===== src/rtl/ram_loader.sv =====
// ram_loader: halts the CPU and streams DEPTH = 2**ADDR_W program bytes onto the main bus as MI/RI write pairs.
// Optional macro RAM_LOADER_VERIFY_EN adds a RAM read-back compare (bus_in/ro) after every write.
module ram_loader #(
  parameter int unsigned ADDR_W = 4
) (
  input  logic       clk,
  input  logic       rst_n,
  input  logic       start,
  input  logic       abort,
  input  logic       hold_ack,
  input  logic       bus_tick,
  input  logic       byte_valid,
  input  logic [7:0] byte_data,
`ifdef RAM_LOADER_VERIFY_EN
  input  logic [7:0] bus_in,
  output logic       ro,
`endif
  output logic       byte_ready,
  output logic       cpu_hold,
  output logic [7:0] bus_out,
  output logic       bus_oe,
  output logic       mi,
  output logic       ri,
  output logic       cpu_rst,
  output logic       busy,
  output logic       done,
  output logic       err
);

  localparam logic [ADDR_W-1:0] LAST_ADDR = '1;

  typedef enum logic [2:0] {
    S_IDLE,
    S_HOLD,
    S_WAIT_BYTE,
    S_ADDR,
    S_DATA,
    S_FINISH
`ifdef RAM_LOADER_VERIFY_EN
    , S_VERIFY
`endif
  } state_t;

  state_t            r_state;
  state_t            w_state_nxt;
  logic [ADDR_W-1:0] r_addr;
  logic [7:0]        r_byte;
  logic              r_err;

  logic w_start_acc;
  logic w_capture;
  logic w_addr_inc;
  logic w_set_err;
  logic w_last;
  logic w_active;

  assign w_last   = (r_addr == LAST_ADDR);
  assign w_active = (r_state != S_IDLE);

  // abort outranks every transition, including a start sampled in the same cycle
  always_comb begin
    w_state_nxt = r_state;
    w_start_acc = 1'b0;
    w_capture   = 1'b0;
    w_addr_inc  = 1'b0;
    w_set_err   = 1'b0;
    if (abort) begin
      if (w_active) begin
        w_state_nxt = S_IDLE;
        w_set_err   = 1'b1;
      end
    end else begin
      case (r_state)
        S_IDLE: begin
          if (start) begin
            w_state_nxt = S_HOLD;
            w_start_acc = 1'b1;
          end
        end
        S_HOLD: begin
          if (hold_ack) w_state_nxt = S_WAIT_BYTE;
        end
        S_WAIT_BYTE: begin
          if (byte_valid) begin
            w_capture   = 1'b1;
            w_state_nxt = S_ADDR;
          end
        end
        S_ADDR: begin
          if (bus_tick) w_state_nxt = S_DATA;
        end
`ifdef RAM_LOADER_VERIFY_EN
        S_DATA: begin
          if (bus_tick) w_state_nxt = S_VERIFY;
        end
        S_VERIFY: begin
          if (bus_tick) begin
            if (bus_in == r_byte) begin
              w_addr_inc  = 1'b1;
              w_state_nxt = w_last ? S_FINISH : S_WAIT_BYTE;
            end else begin
              w_set_err   = 1'b1;
              w_state_nxt = S_IDLE;
            end
          end
        end
`else
        S_DATA: begin
          if (bus_tick) begin
            w_addr_inc  = 1'b1;
            w_state_nxt = w_last ? S_FINISH : S_WAIT_BYTE;
          end
        end
`endif
        S_FINISH: w_state_nxt = S_IDLE;
        default:  w_state_nxt = S_IDLE;
      endcase
    end
  end

  always_ff @(posedge clk or negedge rst_n) begin
    if (!rst_n) begin
      r_state <= S_IDLE;
      r_addr  <= '0;
      r_byte  <= '0;
      r_err   <= 1'b0;
    end else begin
      r_state <= w_state_nxt;
      if (w_start_acc)     r_addr <= '0;
      else if (w_addr_inc) r_addr <= r_addr + ADDR_W'(1);
      if (w_capture) r_byte <= byte_data;
      if (w_start_acc)    r_err <= 1'b0;
      else if (w_set_err) r_err <= 1'b1;
    end
  end

  always_comb begin
    byte_ready = 1'b0;
    bus_out    = '0;
    bus_oe     = 1'b0;
    mi         = 1'b0;
    ri         = 1'b0;
    cpu_rst    = 1'b0;
    done       = 1'b0;
`ifdef RAM_LOADER_VERIFY_EN
    ro         = 1'b0;
`endif
    cpu_hold   = w_active;
    busy       = w_active;
    err        = r_err;
    case (r_state)
      S_WAIT_BYTE: byte_ready = 1'b1;
      S_ADDR: begin
        bus_out = 8'(r_addr);
        bus_oe  = 1'b1;
        mi      = 1'b1;
      end
      S_DATA: begin
        bus_out = r_byte;
        bus_oe  = 1'b1;
        ri      = 1'b1;
      end
`ifdef RAM_LOADER_VERIFY_EN
      S_VERIFY: ro = 1'b1;
`endif
      S_FINISH: begin
        done    = 1'b1;
        cpu_rst = 1'b1;
      end
      default: ;
    endcase
  end

endmodule


===== config.mk =====
export PLATFORM = sky130hd
export DESIGN_NAME = ram_loader
export DESIGN_NICKNAME = d
export VERILOG_FILES = /design/src/rtl/ram_loader.sv
export SDC_FILE = /design/constraint.sdc
export NUM_CORES = 1
export LEC_CHECK = 0
export CORE_AREA = 5 5 53 74
export DETAILED_ROUTE_END_ITERATION = 12
export DIE_AREA = 0 0 58 79
export REMOVE_ABC_BUFFERS = 1
export SKIP_LAST_GASP = 1
export SYNTH_ARGS = -nofsm -noshare
export SYNTH_HDL_FRONTEND = slang
export SYNTH_SLANG_ARGS = --single-unit

===== constraint.sdc =====
create_clock -name clk -period 1.65 [get_ports clk]
set_input_delay 0.2475 -clock clk [delete_from_list [all_inputs] [get_ports clk]]
set_output_delay 0.2475 -clock clk [all_outputs]
set_load 0.02 [all_outputs]

# Word-level counts from Yosys, hierarchy flattened

Index checks and enable logic that the tools add are counted.

Flip-flop bits (word level): 16
Bits in latches: 0
Memory bits (writable): 0
Memory bits (read-only): 0
Logic and storage cells: 53
Memories: 0

Add/subtract/negate cells: 1
Multipliers: 0
Div/mod/pow operators: 0
Order comparisons: 0
Equality and inequality tests: 12
Shift-type cells: 0
Muxes and demuxes: 30
Bitwise gates (word level): 0
Reductions and logical operators: 6

Operators by type and width:

| kind                                                                     | count |
|---|---|
| 3-bit 2-to-1 mux                                                         | 8 |
| 1-bit 2-to-1 mux                                                         | 18 |
| 8-bit case mux with 2 select lines                                       | 1 |
| 3-bit inequality test (second input constant)                            | 5 |
| 3-bit case mux with 5 select lines                                       | 1 |
| 4-bit 2-to-1 mux                                                         | 2 |
| 3-bit by 2-bit equality test with 1-bit output (second input constant)   | 2 |
| 3-bit equality test (second input constant)                              | 2 |
| 6-bit AND reduction                                                      | 1 |
| 4-bit by 1-bit adder with 4-bit output (second input constant)           | 1 |
| 4-bit equality test (second input constant)                              | 1 |
| 2-bit nonzero test                                                       | 2 |
| 3-bit by 1-bit equality test with 1-bit output (second input constant)   | 1 |
| 3-bit zero test                                                          | 1 |
| 3-bit nonzero test                                                       | 1 |
| 2-bit by 1-bit inequality test with 1-bit output (second input constant) | 1 |
| 2-bit OR reduction                                                       | 1 |

# Logic depth before layout (Yosys ltp)

Gate-level depths: netlist (run 1).

Depth in word-level cells: 5
Gate-level depth with buffers: 7
Mapped depth without buffers: 5

# Least setup slack after synthesis (run 1)

OpenSTA, ideal clock, no wires.

Path kind: reg-to-output
From: register r_state[0]
To: output port bus_out[0]
Arrival time: 1373 ps
Slack: 29 ps
Cell stages (with the launch flop): 6
Buffers on the path: 2
Cells stage by stage: dfrtp_1 -> buf_6 -> or3b_1 -> inv_2 -> buf_6 -> a22o_1

Cells in the longest elaborated chain, start to end: 2

Ends and longest elaborated chain:

| element                                                                                      | RTL line | source |
|---|---|---|
| start: declaration                                                                           | 44       | `state_t r_state;` |
| start signal: assignment                                                                     | 128      | `r_state <= w_state_nxt;` |
| 3-bit equality test / 3-bit by 2-bit equality test with 1-bit output (equally long branches) | 151      | `case (r_state)` |
| 8-bit case mux with 2 select lines (*)                                                       | 151      |  |
| end: declaration                                                                             | 20       | `output logic [7:0] bus_out,` |

Every way passes the cells marked *; elsewhere a longest branch is shown, timed or not.

# Final worst setup path (run 1)

From: register r_state[1]
To: output port bus_out[5]

Same word-level chain as after synthesis.

==> impl_metrics.py, run 1 <==
metrics = {
    "power": {
        "p_comb_share_pct": 47.2,
        "p_switching_mw": 0.597,
        "clockPowerShare_pct": 19.2,
        "internal-power_mw": 1.18,
        "pwr-share-seq_pct": 33.6,
        "power-per-cell-area_nw_per_um2": 1260,
        "leakagePower_nw": 0.693,
        "switching_share_pct": 33.6,
        "ir_worst_vdd_mv": 0.908,
    },
    "sta": {
        "post-route-period-util_pct": 107,
        "finalMaxSlewViolations": 0,
        "rsz0062_at_grt": "true",
        "worst_pin_slew_ns": 0.232,
        "max_freq_mhz": 568,
        "hold_viol_final": 0,
        "slew-limit-headroom_pct": 84.4,
        "setup_slack_ns": -0.112,
        "worst_clock_skew_ns": 0.00172,
        "setup_viol": 10,
        "post-route-min-period_ns": 1.76,
    },
    "place": {
        "place_worst_setup_slack_ns": -0.266,
        "place_congestion": 0.766,
        "place_inst": 164,
        "dp_hpwl_mm": 1.82,
        "io_buffers": 31,
    },
    "critical_path": {
        "end_kind": "primary output",
        "arrival_ns": 1.51,
        "rrSetupSlack_ns": 0.03,
        "setup.worst_path.start_class": "flip-flop",
        "r2r_end": "r_state[0]$_DFFE_PN0P_",
        "worstRegToRegCells": 5,
        "timing.critical_path.required_ns": 1.40,
        "crit_path_max_fanout": 4,
        "worstSetupPathType": "flip-flop to primary output",
        "regToRegStartpoint": "r_state[1]$_DFFE_PN0P_",
    },
    "logic_synthesis": {
        "synth.distinct_cells": 32,
        "synth_warnings": 0,
        "syn_area_um2": 918,
        "yosysSeqAreaShare_pct": 43.6,
        "avgSynthCellArea_um2": 10.7,
        "netlist_instances": 86,
        "ys_ff_latch": 16,
    },
    "drt": {
        "totalWireLength_mm": 2.39,
        "dr.first_iter.drc_count": 6,
        "vias": 807,
        "via_per_inst": 4.66,
        "wl_per_cell_um": 13.8,
        "drtPass1Iterations": 4,
        "drcViolationCount": 0,
        "drtAntennaViolNets": 0,
    },
    "grt": {
        "antenna_found_initial": 0,
        "grt_remaining_overflow": 0,
        "grt_first_pass_wirelength_mm": 3.90,
        "grt_usage_pct": 10.9,
        "grt_max_degree": 17,
        "grt_pass1_vias": 859,
    },
    "clocking": {
        "clkTransAtPathRegs_ns": 0.06,
        "insertion_delay_ns": 0.25,
        "cts_hold_buf": 0,
        "cts_root_buf": "clkbuf_8",
        "tritoncts": "done",
        "cts_sinks": 16,
        "clockBufferDepth": 2,
        "cts_made_buffers": 3,
        "htreeDepth": 1,
    },
    "cells_and_area": {
        "drive_gt1_share_pct": 42.9,
        "final_cells": 173,
        "area_delta_synth_final_pct": 54.2,
        "diodes": 0,
        "nNetsFinal": 150,
    },
    "die": {
        "coreArea_um2": 3250,
        "die_area_um2": 4580,
        "die_w_um": 58,
        "ioPinCount": 32,
        "start_util_pct": 28.2,
        "rows": 25,
        "die_h_um": 79,
    },
    "flow_run": {
        "drv_cap": 0,
    },
    "status": {
        "failed_checks": "negative setup slack",
        "status": "complete, but fails checks",
    },
    "hold_path": {
        "hold_class": "input pin to async pin",
    },
}
==> worst max-delay path, cell delays in order (launching register included) <==
cell and delay (ns):
dfrtp_1 0.37, or3b_4 0.43, clkinvlp_4 0.12, buf_6 0.10, and2_4 0.13, buf_6 0.11
==> layout by cell type, fill, tap and decap left out, drive strengths merged, types with 2 or more instances in the layout <==
cell type,instances
o21ai,3
nand2b,3
mux2,8
nor3b,3
a22o,4
nand3b,3
nand4b,2
dfrtp,16
nor2,6
xor2,2
and2,4
clkbuf,8
buf,29
and3,2
inv,5
a21oi,5
clkdlybuf4s50,15
nand3,4
==> cell usage after synthesis <==
| cell type | count | area [µm²] |
|---|---|---|
| o21ai_1 | 2 | 10.0 |
| nor3b_2 | 2 | 25.0 |
| nor3_1 | 1 | 5.00 |
| nand3_1 | 3 | 15.0 |
| a211o_1 | 1 | 8.76 |
| o21ai_0 | 1 | 5.00 |
| ha_1 | 1 | 12.5 |
| and3_1 | 2 | 12.5 |
| nand3b_1 | 2 | 15.0 |
| or3b_1 | 1 | 8.76 |
| or3_1 | 1 | 6.26 |
| a41o_1 | 1 | 10.0 |
| and2_1 | 4 | 25.0 |
| o31ai_1 | 1 | 7.51 |
| o32a_1 | 1 | 10.0 |
| nor2_1 | 6 | 22.5 |
| clkbuf_1 | 3 | 11.3 |
| nor3b_1 | 1 | 7.51 |
| inv_2 | 1 | 3.75 |
| xor2_1 | 2 | 17.5 |
| inv_1 | 4 | 15.0 |
| nand4b_1 | 2 | 17.5 |
| a22o_1 | 4 | 35.0 |
| dfrtp_1 | 16 | 400 |
| nand3_2 | 1 | 10.0 |
| mux2_2 | 8 | 90.1 |
| a21oi_1 | 5 | 25.0 |
| nand2b_1 | 3 | 18.8 |
| nand3b_4 | 1 | 20.0 |
| mux2i_1 | 1 | 10.0 |
| buf_6 | 2 | 22.5 |
| buf_4 | 2 | 15.0 |
==> registers in the layout, summed over array words and instances (netlist names) <==
register / count
r_state: 3
r_byte: 8
r_addr: 4
err: 1
==> metal layers <==
metal / track usage (%) / routed length [µm]
met1: 11.7 / 948
met2: 18.9 / 1230
met3: 2.44 / 146
met4: 6.50 / 60
met5: 0 / 0
==> power groups by stage <==
stage | Clock (mW) | Combinational, mW | Sequential [mW]
final | 0.341 | 0.840 | 0.597
after global routing | 0.374 | 0.919 | 0.612
after CTS | 0.353 | 0.807 | 0.599
after detailed placement | 0 | 0.823 | 0.601
after global placement | 0 | 0.806 | 0.602
after floorplan | 0 | 0.404 | 0.623
==> stage by stage <==
| stage | util (%) | hold WS [ns] | cell area (µm²) | power, mW | TNS, ns |
|---|---|---|---|---|---|
| after CTS | 42.6 | 0.319 | 1390 | 1.76 | -0.860 |
| after global placement | 41.0 | 0.481 | 1340 | 1.41 | -2.74 |
| after detailed placement | 41.0 | 0.493 | 1340 | 1.42 | -2.78 |
| after floorplan | - | -0.0481 | 870 | 1.03 | 0 |
| after global routing | 43.5 | 0.327 | 1420 | 1.91 | -1.41 |
| final | 43.5 | 0.314 | 1420 | 1.78 | -0.610 |
==> layout make-up <==
class | count | area, µm²
sequential | 16 | 400
fill | 321 | 1840
timing repair buffer | 49 | 405
multi-input combinational | 58 | 479
inverter | 5 | 18.8
timing repair inverter | 1 | 7.51
tap | 40 | 50.0
clock buffer | 4 | 55.1
==> what timing repair did <==
action                     in CTS  in global routing
gates resized for setup        63                 14
setup buffers                   2                  2
pin swaps                       2                  4
gates cloned                    1                  0
hold endpoints to repair        0                  0
setup endpoints to repair      20                 19
==> cells by family (layout without fill, tap and decap cells) <==
logic type	after synthesis	in the layout	synth area share, %
buffers and inverters	12	59	7.36
flip-flops	16	16	43.6
multiplexers	9	9	10.9
AO/OA/AOI/OAI	16	16	12.1
XOR/XNOR	2	2	1.91
AND/OR/NAND/NOR	30	30	22.8
adder cells (fa/ha/maj)	1	1	1.36
==> worst max-delay path by stage <==
| stage | from | endpoint | depth (start not counted) |
|---|---|---|---|
| 5_1_grt | r_state[1]$_DFFE_PN0P_ | bus_out[5] | 5 |
| 2_1_floorplan | r_state[0]$_DFFE_PN0P_ | bus_out[0] | 3 |
| 3_3_place_gp | r_state[1]$_DFFE_PN0P_ | bus_out[1] | 4 |
| 3_5_place_dp | r_state[1]$_DFFE_PN0P_ | bus_out[1] | 4 |
| 6_report | r_state[1]$_DFFE_PN0P_ | bus_out[5] | 5 |
| 4_1_cts | r_state[0]$_DFFE_PN0P_ | bus_out[2] | 4 |
Power figures use the tool's default switching activity.
==> inputs of run 2 (changes only) <==
CTS_CLUSTER_DIAMETER = 30   (was unset)
HOLD_SLACK_MARGIN = 0.08   (was unset)
==> results of run 2 <==
No change in the layout: final DEF, timing and power equal those of run 1.
